===== src/rtl/prog_tick_timer.sv =====
// Programmable tick timer: a free-running prescaler divides clk into a base
// tick, and a loadable down-counter counts base ticks.
// The timer pulses tick on expiry, either once (one-shot) or repeatedly with
// auto-reload (periodic). start, stop and enable give run-time control.
module prog_tick_timer #(
  parameter int PRESCALE  = 50_000_000,
  parameter int CNT_WIDTH = 8,
  parameter int PRE_WIDTH = 26
) (
  input  logic                 clk,
  input  logic                 reset,
  input  logic                 enable,
  input  logic                 start,
  input  logic                 stop,
  input  logic                 periodic,
  input  logic [CNT_WIDTH-1:0] load_val,
  output logic                 base_tick,
  output logic                 tick,
  output logic                 running,
  output logic [CNT_WIDTH-1:0] count
);

  typedef enum logic {
    IDLE = 1'b0,
    RUN  = 1'b1
  } state_t;

  localparam logic [PRE_WIDTH-1:0] PRE_MAX = PRE_WIDTH'(PRESCALE - 1);
  localparam logic [CNT_WIDTH-1:0] CNT_ONE = CNT_WIDTH'(1);

  state_t                 state_q,  state_d;
  logic [PRE_WIDTH-1:0]   pre_q,    pre_d;
  logic [CNT_WIDTH-1:0]   count_q,  count_d;
  logic [CNT_WIDTH-1:0]   reload_q, reload_d;
  logic                   mode_q,   mode_d;
  logic                   tick_q,   tick_d;
  logic                   base_q,   base_d;
  logic                   wrap;

  // The prescaler only advances while enabled, so a pause stretches every
  // interval by exactly the number of frozen cycles.
  assign wrap = enable && (pre_q == PRE_MAX);

  // Next-state and next-output logic for the prescaler, counter and FSM.
  // NOTE: every variable gets a default at the top of always_comb; a path that
  // leaves one unassigned would infer a latch.
  always_comb begin
    state_d  = state_q;
    pre_d    = pre_q;
    count_d  = count_q;
    reload_d = reload_q;
    mode_d   = mode_q;
    tick_d   = 1'b0;
    base_d   = wrap;

    if (enable) begin
      pre_d = wrap ? '0 : pre_q + 1'b1;
    end

    // start wins over stop; a zero period is not a valid run and is ignored.
    if (start && (load_val != '0)) begin
      count_d  = load_val;
      reload_d = load_val;
      mode_d   = periodic;
      pre_d    = '0;
      state_d  = RUN;
    end else if (stop) begin
      count_d  = '0;
      state_d  = IDLE;
    end else if ((state_q == RUN) && wrap) begin
      if (count_q == CNT_ONE) begin
        tick_d = 1'b1;
        if (mode_q) begin
          count_d = reload_q;
        end else begin
          count_d = '0;
          state_d = IDLE;
        end
      end else begin
        count_d = count_q - 1'b1;
      end
    end
  end

  // State register; all timer state clears as soon as reset rises.
  // NOTE: sequential state uses non-blocking assignments so every register
  // samples the values from before the edge.
  always_ff @(posedge clk or posedge reset) begin
    if (reset) begin
      state_q  <= IDLE;
      pre_q    <= '0;
      count_q  <= '0;
      reload_q <= '0;
      mode_q   <= 1'b0;
      tick_q   <= 1'b0;
      base_q   <= 1'b0;
    end else begin
      state_q  <= state_d;
      pre_q    <= pre_d;
      count_q  <= count_d;
      reload_q <= reload_d;
      mode_q   <= mode_d;
      tick_q   <= tick_d;
      base_q   <= base_d;
    end
  end

  assign tick      = tick_q;
  assign base_tick = base_q;
  assign running   = (state_q == RUN);
  assign count     = count_q;

endmodule


===== config.mk =====
export PLATFORM = sky130hd
export DESIGN_NAME = prog_tick_timer
export DESIGN_NICKNAME = d
export VERILOG_FILES = /design/src/rtl/prog_tick_timer.sv
export SDC_FILE = /design/constraint.sdc
export NUM_CORES = 1
export LEC_CHECK = 0
export ABC_AREA = 1
export CORE_MARGIN = 2
export CORE_UTILIZATION = 37
export CTS_CLUSTER_SIZE = 40
export DETAILED_ROUTE_END_ITERATION = 10
export DONT_BUFFER_PORTS = 1
export GPL_ROUTABILITY_DRIVEN = 0
export GPL_TIMING_DRIVEN = 1
export SLEW_MARGIN = 40
export SYNTH_ARGS = -nofsm -noshare
export SYNTH_HDL_FRONTEND = slang
export SYNTH_SLANG_ARGS = --single-unit

===== constraint.sdc =====
create_clock -name clk -period 2.5 [get_ports clk]
set_clock_uncertainty 0.2 [all_clocks]
set_input_delay 0.25 -clock clk [delete_from_list [all_inputs] [get_ports clk]]
set_output_delay 0.25 -clock clk [all_outputs]
set_load 0.03 [all_outputs]

==> flow_summary.json <==
{
  "drive_gt1_share_pct": 8.82,
  "via_per_inst": 4.99,
  "ys.flop_type": "dfrtp_1",
  "drc": 0,
  "syn_to_final_growth_pct": 10.3,
  "fin_tns_setup_ns": 0,
  "syn_area_per_cell_um2": 6.93,
  "ys_seq_area_share_pct": 39.0,
  "vias": 2717,
  "netlist_instances": 426,
  "grt_start_max_net_pins": 34,
  "final_util_pct": 42.2,
  "finalCriticalPeriod_ns": 2.04,
  "layout.nets": 458,
  "clkLatencyLatePin_ns": 0.30,
  "slowest_delay_ns": 0.42,
  "ys_types": 30,
  "die_w_um": 93.3,
  "wl_um": 7380,
  "path_class": "reg -> reg",
  "startpoint_type": "flop",
  "dp_hpwl_um": 5470,
  "cts_setup_buffers": 0,
  "arrival_ns": 2.04,
  "fin_cells": 544,
  "grt_overflow": 0,
  "cpMostUsedCell": "nand2_2",
  "cts_hold_buf": 12,
  "cts_tree": "built",
  "critPathRequiredTime_ns": 2.50,
  "ant_nets": 0,
  "ys_ff_latch": 46,
  "ys_async_sr_fraction_pct": 100,
  "cp_max_fo": 8,
  "cts_buffers": 5,
  "wire_per_inst_um": 13.6,
  "dieArea_mm2": 0.00871,
  "final_common_cell": "nand2_1",
  "grt_pass1_vias": 2646,
  "layout_common_cells": "nand2_1 (128), nor2_1 (61), inv_1 (49)",
  "htreeDepth": 2,
  "drtIter0Drc": 171,
  "power_leakage_nw": 1.51,
  "cp-end-kind": "flop",
  "relSlewSlack_pct": 62.6,
  "rsz0062_at_grt": "false",
  "min_period_over_period_pct": 81.7,
  "n_antenna_cell": 0,
  "cp_cell_sequence": "ha_1, inv_1, nor2_4, nand2_2, nor2_4, nand2_2, nand2_2, inv_1, nand3_1, o21ai_1",
  "synth-edff-count": 0,
  "die_h_um": 93.3,
  "grt_pass1_wl_um": 12400,
  "grtUsageTotal_pct": 18.0,
  "tightest_slew_ns": 0.560,
  "place_inst": 524,
  "row_count": 32,
  "drv_cap": 0,
  "start_util_pct": 38.2,
  "power.density_mw_per_mm2": 476,
  "final_hold_viol_count": 0,
  "grt_antenna_before_repair": 0,
  "io_buffers": 0,
  "core_mm2": 0.00773,
  "yosysWarnings": 0,
  "finalPower_mw": 1.55,
  "status": "finished clean",
  "syn_area_mm2": 0.00295,
  "clkTransAtPathRegs_ns": 0.09,
  "cts_root_buf": "clkbuf_8",
  "ir_drop_mv": 0.226,
  "io_pins": 25,
  "slowest_stage": "dfrtp_1",
  "cts_resized": 0,
  "slew_violations": 0,
  "syn_nets": 443,
  "clkSinkCount": 46,
  "max_freq_mhz": 490,
  "dr.pass1.iters": 4,
  "hold_class": "in -> reg",
  "finalSetupViolCount": 0,
  "cts_max_path_buffers": 2
}
[power by group]
part	leakage (nW)	switching, mW	internal [mW]	total, mW
logic	0.858	0.145	0.0794	0.224
registers	0.609	0.0731	0.778	0.851
clock network	0.0441	0.279	0.197	0.476
[Yosys cell counts, types with 3 or more instances]
cell | count | area share, %
nor2_2 | 5 | 1.1
nand3b_1 | 4 | 1.0
nand4_1 | 13 | 2.8
dfrtp_1 | 46 | 39
o21ai_1 | 4 | 0.68
buf_6 | 4 | 1.5
ha_1 | 3 | 1.3
nor3_1 | 9 | 1.5
nand2_1 | 128 | 16
nor2_4 | 6 | 2.3
o21ai_0 | 29 | 4.9
xor2_1 | 9 | 2.7
a21oi_1 | 8 | 1.4
nand3_1 | 23 | 3.9
nor2_1 | 61 | 7.8
inv_1 | 50 | 6.4
nand2_2 | 7 | 1.5
[layout make-up]
| cell class | instances | area [µm²] |
|---|---|---|
| Clock buffer | 5 | 68.8 |
| Clock inverter | 3 | 21.3 |
| Inverter | 53 | 201 |
| Tap cell | 102 | 128 |
| Timing Repair Buffer | 17 | 158 |
| Sequential cell | 46 | 1150 |
| Fill cell | 800 | 4470 |
| Multi-Input combinational cell | 318 | 1530 |
[cell families (layout without fill, tap and decap cells)]
| group | count (synthesis) | count (layout) | synth area share, % |
|---|---|---|---|
| xor gates and xnor gates | 9 | 9 | 2.67 |
| AOI/OAI and AO/OA | 45 | 45 | 7.97 |
| adders and majority gates | 3 | 3 | 1.27 |
| and+or+nand+nor | 261 | 261 | 39.9 |
| buffers and inverters | 62 | 78 | 9.20 |
| DFF | 46 | 46 | 39.0 |
[critical path: cells and delay by family (launching register included)]
family	cells	cell delay (ns)
compound gates	1	0.06
fa+ha+maj	1	0.24
buf+inv	2	0.24
flops	1	0.42
simple gates	6	0.76
[worst paths after layout]
| check | start | end | slack (ns) | cells past startpoint |
|---|---|---|---|---|
| hold reg to reg | pre_q[22] | pre_q[22] | 0.33 | 2 |
| max in group asynchronous | reset | pre_q[19] | 1.23 | 3 |
| setup / recovery | pre_q[0] | pre_q[0] | 0.46 | 10 |
| setup reg to reg | pre_q[0] | pre_q[0] | 0.46 | 10 |
| min in group asynchronous | reset | reload_q[0] | 0.14 | 2 |
| hold / removal | stop | count[3] | 0.02 | 5 |
[state kept, by name (all words and copies together), names as in the netlist]
name / cells
count: 8
running: 1
tick: 1
mode_q: 1
pre_q: 26
reload_q: 8
base_tick: 1
[through the flow]
stage | setup WS [ns] | hold WS, ns | cell area, µm²
2_1_floorplan | 0.712 | 0.184 | 2950
3_3_place_gp | 0.559 | -0.0974 | 3050
3_5_place_dp | 0.482 | -0.0926 | 3050
4_1_cts | 0.460 | 0.0188 | 3260
5_1_grt | 0.293 | 0.0330 | 3260
6_report | 0.458 | 0.0228 | 3260
[layer usage]
| layer | vias up | part of all wire (%) | routed length, µm | track usage [%] |
|---|---|---|---|---|
| li1 | 1374 | - | - | - |
| met4 | 0 | 1.4 | 102 | 5.51 |
| met2 | 69 | 48 | 3570 | 31.2 |
| met5 | - | 0 | 0 | 0 |
| met3 | 11 | 4.8 | 352 | 3.22 |
| met1 | 1263 | 45 | 3350 | 22.7 |
(Power assumes the default switching activity.)
==> RTL edit 1: new RTL, same flow settings <==
Change the parameter `CNT_WIDTH` from 8 to 6.
--- a/src/rtl/prog_tick_timer.sv
+++ b/src/rtl/prog_tick_timer.sv
@@ -5,5 +5,5 @@
 module prog_tick_timer #(
   parameter int PRESCALE  = 50_000_000,
-  parameter int CNT_WIDTH = 8,
+  parameter int CNT_WIDTH = 6,
   parameter int PRE_WIDTH = 26
 ) (
Ports: changed (resized count and load_val); port bits go from 25 to 21. The function was not compared with the original's and may differ.
==> RTL edit 1 against the unedited design <==
Wire length is 8.1% lower; global-route usage is 0.12 points lower; fmax is 3.6% lower; worst setup slack worse by 0.077 ns; critical path depth is 2 lower; sequential cell count is 4 lower; sequential share of layout area is 0.85 points lower; power is 8.9% lower; synthesized area is 8.0% lower; final area is 6.5% lower.
==> RTL edit 1: results (changes against the unedited design) <==
- The aggregate routed wire length came to 6780 um (-8.1%).
- The critical path arrival came to 2.15 ns (+0.11 ns).
- The peak clock frequency supported by timing is 472 MHz (-3.6%).
- The number of global-route vias before repair was 2507 (-5.3%).
- The number of cells produced by synthesis is 406 (-4.7%).
- The end of the critical path is pre_q[20].
- The pin slew with the least headroom to its limit is 0.574 ns (+0.0139 ns).
- The switching share of power is 29.6% (-2.5 points).
- The number of distinct library cell variants in the gate-level netlist after synthesis was 25 (-17%).
- The largest net degree at the start of global routing is 43 (+26%).
- The worst vdd rail ir drop was 0.322 mV (+42%).
- The routed via count divided by cell count is 4.90 (-2.0%).
- The slack of the worst reg-to-reg path was 0.56 ns (+0.10 ns).
- The clock latency on the worst-skew pair is about 0.29 ns.
- The fraction of final layout cells with drive strength greater than 1 is 8.02% (-0.80 points).
- The number of DRC violations after detailed-routing iteration 0 was 107 (-37%).
- The peak fanout along the critical path is 18 (+10).
- The cell type of the slowest stage on the worst timing path is sky130_fd_sc_hd__dlygate4sd3_1.
- The fraction of synthesis flops using an asynchronous set or reset pin is 100% (unchanged).
- The worst register-to-register path ends at count[1].
- The minimum setup slack after placement was 0.528 ns (+0.0456 ns).
- The delay of the slowest cell on the worst path was 0.70 ns (+0.28 ns).
- By count the netlist is led by sky130_fd_sc_hd__nand2_1, sky130_fd_sc_hd__nor2_1, sky130_fd_sc_hd__inv_1, sky130_fd_sc_hd__dfrtp_1, sky130_fd_sc_hd__nand3_1.
- The startpoint of the most critical register-to-register path is count[2].
- The number of cells on the worst reg-to-reg path was 8 (-2).
- The sum of net half-perimeters after detailed placement is 4930 um (-9.9%).
- The sequential cell area fraction in the yosys report is 38.7% (-0.31 points).
- The critical path starts at enable.
- The number of flip-flops under the largest register name is 26 (unchanged).
- The net count of the mapped netlist came to 421 (-5.0%).
- The hold buffer count at CTS is 11 (-1).
- By area the synthesized netlist is led by sky130_fd_sc_hd__dfrtp_1, sky130_fd_sc_hd__nand2_1, sky130_fd_sc_hd__nor2_1.
- The static leakage power is 0.00149 uW (-1.3%).
- The cell family with the largest share of critical-path delay is buffers and inverters.
- The first-pass GRT wire length is 11900 um (-4.4%).
- The run finished with clean final reports.
- The routed via count is 2561 (-5.7%).
- The deepest clock path buffer count came to 2 (unchanged).
- The post-placement cell count came to 504 (-3.8%).
-- RTL edit 1: changes by cell type in the layout (fill, tap and decap cells not counted), moves of 3 or more --
| cell | unedited run | this run |
|---|---|---|
| sky130_fd_sc_hd__dfrtp_1 | 46 | 42 |
| sky130_fd_sc_hd__nand2_1 | 128 | 144 |
| sky130_fd_sc_hd__nand2_2 | 7 | 4 |
| sky130_fd_sc_hd__nand3_1 | 23 | 31 |
| sky130_fd_sc_hd__nand3_2 | 1 | 5 |
| sky130_fd_sc_hd__nor2_1 | 61 | 56 |
| sky130_fd_sc_hd__o21ai_0 | 29 | 13 |
| sky130_fd_sc_hd__xor2_1 | 9 | 4 |
-- RTL edit 1: worst min-delay path by stage --
stage	to	from	slack (ns)	cells after the start
2_1_floorplan	reload_q[1]	load_val[1]	0.17	2
3_3_place_gp	tick	reset	0.11	2
6_report	base_tick	enable	0.07	4
5_1_grt	base_tick	enable	0.09	4
4_1_cts	base_tick	enable	0.07	4
3_5_place_dp	pre_q[11]	reset	0.12	2
-- RTL edit 1: worst reg2reg max path: stages (launching register included) --
cell and delay, ns:
sky130_fd_sc_hd__dfrtp_1 0.55, sky130_fd_sc_hd__nor2_1 0.28, sky130_fd_sc_hd__nand3_2 0.19, sky130_fd_sc_hd__inv_1 0.26
sky130_fd_sc_hd__nand2_1 0.08, sky130_fd_sc_hd__nand2_1 0.06, sky130_fd_sc_hd__o21ai_0 0.07, sky130_fd_sc_hd__nand2_1 0.07
sky130_fd_sc_hd__o21ai_0 0.08
-- RTL edit 1: metal layers --
metal	part of all wire [%]	vias to the layer above	global-route usage [%]
met5	0	-	0
met4	1.0	0	4.23
met3	3.8	9	2.43
met2	46	49	30.3
met1	49	1195	24.3
li1	-	1308	-
-- RTL edit 1: cells by family (layout without fill, tap and decap cells) --
group | Yosys count | in the layout | share of synthesized area [%]
AO/OA/AOI/OAI | 24 | 24 | 4.74
XOR/XNOR | 4 | 4 | 1.29
adder cells (fa/ha/maj) | 3 | 3 | 1.38
buffers and inverters | 58 | 76 | 8.20
flip-flops | 42 | 42 | 38.7
AND/OR/NAND/NOR | 275 | 275 | 45.7
-- RTL edit 1: cell type report --
cell class	instances	area (um2)
fillers	774	4130
multi-input cells	306	1440
flip-flops and latches	42	1050
inverters	54	205
repair buffers	14	133
well taps	99	124
clock buffers	7	86.3
clock inverters	1	5.00
-- RTL edit 1: power groups by stage --
stage	clock network [uW]	logic (uW)	registers, uW
2_1_floorplan	0	133	773
3_3_place_gp	0	169	782
3_5_place_dp	0	171	783
4_1_cts	476	186	770
5_1_grt	497	218	775
6_report	459	185	770
==> RTL edit 2: new RTL, same flow settings <==
Made on the original files. Reset style: synchronous (`reset`), changed in one clocked block.
--- a/src/rtl/prog_tick_timer.sv
+++ b/src/rtl/prog_tick_timer.sv
@@ -86,5 +86,5 @@
   // NOTE: sequential state uses non-blocking assignments so every register
   // samples the values from before the edge.
-  always_ff @(posedge clk or posedge reset) begin
+  always_ff @(posedge clk) begin
     if (reset) begin
       state_q  <= IDLE;
Formal check against the unedited RTL: differs if reset is asserted again (counterexample within 4 cycles, from zero or initial values and one cycle with reset high); with reset held inactive, the same outputs for 10 cycles.
==> RTL edit 2 against the unedited design <==
Power fell by 7.1%; utilization up 0.66 points; worst setup slack better by 0.047 ns; combinational power shrank 13%; synthesized area down 11%; final area is 10% lower; non-clock buffer count decreased by 3; sequential cell count is the same; wire length shrank 17%; critical path depth increased by 1; largest power group unchanged.
==> RTL edit 2: results (changes against the unedited design) <==
- The run finished with clean final reports.
- Ranked by instance count, the synthesized netlist is headed by sky130_fd_sc_hd__nand2_1, sky130_fd_sc_hd__nor2_1, sky130_fd_sc_hd__inv_1, sky130_fd_sc_hd__dfxtp_1, sky130_fd_sc_hd__nand3_1.
- The tightest slew margin relative to the limit came to 69.4% (+6.9 points).
- The average cell area after synthesis is 6.44 um2 (-7.0%).
- The final instance count without filler cells came to 520 (-4.4%).
- After synthesis, the cell types taking the most area are sky130_fd_sc_hd__dfxtp_1, sky130_fd_sc_hd__nand2_1, sky130_fd_sc_hd__nor2_1.
- The largest net degree at the start of global routing was 17 (-50%).
- The critical path arrival is 2.02 ns (-0.02 ns).
- The number of filler cells placed in the layout is 768 (-4.0%).
- The routed via count was 2470 (-9.1%).
- The aggregate global-route resource usage is 17.2% (-0.80 points).
- The sum of net half-perimeters after detailed placement was 4590 um (-16%).
- The peak fanout along the critical path is 7 (-1).
- The sequential cell area fraction in the yosys report is 35.0% (-4.0 points).
- The predominant post-synthesis flop cell is sky130_fd_sc_hd__dfxtp_1.
- The post-placement cell count is 501 (-4.4%).
- The net count reported at finish is 441 (-3.7%).
- The total count of max-transition violations in the final report came to 0 (unchanged).
- The delay of the slowest cell on the worst path is 0.52 ns (+0.10 ns).
- The number of global-route vias before repair came to 2366 (-11%).
- The worst vdd rail ir drop came to 0.273 mV (+21%).
- The fraction of synthesis flops using an asynchronous set or reset pin is 0% (-100 points).
- The aggregate routed wire length came to 6150 um (-17%).
- The static leakage power came to 0.00123 uW (-18%).
- The number of DRC violations after detailed-routing iteration 0 is 100 (-42%).
[RTL edit 2: cell count changes in the layout (fill, tap and decap cells not counted), sizes merged, moves of 5 or more]
| cell | unedited run | this run |
|---|---|---|
| o21ai | 34 | 10 |
| nor2 | 73 | 81 |
| nand2 | 136 | 129 |
| nand3 | 24 | 32 |
| a21oi | 8 | 14 |
| dfxtp | 0 | 46 |
| nand4 | 13 | 6 |
| dfrtp | 46 | 0 |
| xor2 | 9 | 4 |
[RTL edit 2: worst register-to-register path, delay by kind of cell, from the launching register on]
| kind | cells | cell delay [ns] |
|---|---|---|
| simple gates | 8 | 0.80 |
| flops | 1 | 0.52 |
| buf+inv | 2 | 0.21 |
| fa+ha+maj | 1 | 0.21 |
[RTL edit 2: metal layers]
metal  track usage [%]  vias up  wire length (um)
li1                  -     1308                 -
met1              21.6     1110              2870
met2              30.1       44              2960
met3              2.99        8               236
met4              5.10        0                86
met5                 0        -                 0
[RTL edit 2: cell type report]
cell class / count / area [um2] / area share, %
Multi-Input combinational cell: 301 / 1460 / 49.7
Sequential cell: 46 / 921 / 31.5
Inverter: 56 / 214 / 7.31
Timing Repair Buffer: 14 / 135 / 4.62
Tap cell: 96 / 120 / 4.11
Clock buffer: 6 / 72.6 / 2.48
Clock inverter: 1 / 7.51 / 0.257
[RTL edit 2: worst paths after layout]
check	slack [ns]	end	from	cells after the start
max	0.50	count[0]	count[1]	11
min	0.02	running	stop	4
max reg2reg	0.50	count[0]	count[1]	11
min reg2reg	0.28	reload_q[3]	reload_q[3]	2
[RTL edit 2: cells by family (layout without fill, tap and decap cells)]
kind of cell	count (synthesis)	in the layout	synth area share (%)
AOI/OAI and AO/OA	30	30	6.38
xor gates and xnor gates	4	4	1.33
adders and majority gates	3	3	1.43
buffers and inverters	61	77	9.61
DFF	46	46	35.0
and+or+nand+nor	264	264	46.2
[RTL edit 2: through the flow]
stage	util, %	power [uW]	setup slack, ns	hold WS, ns
floorplan	-	954	0.777	0.129
finish	42.8	1440	0.504	0.0186
detailed placement	39.9	991	0.544	0.123
CTS	42.8	1450	0.514	0.0182
global placement	39.9	989	0.534	0.120
global route	42.8	1520	0.312	0.0159
[RTL edit 2: power by group]
part,total [uW],switching (uW),leakage [uW],internal (uW)
registers,798,44.6,0.000375,753
clock network,448,255,0.0000373,192
logic,195,122,0.000823,73.2
total,1440,422,0.00123,1020
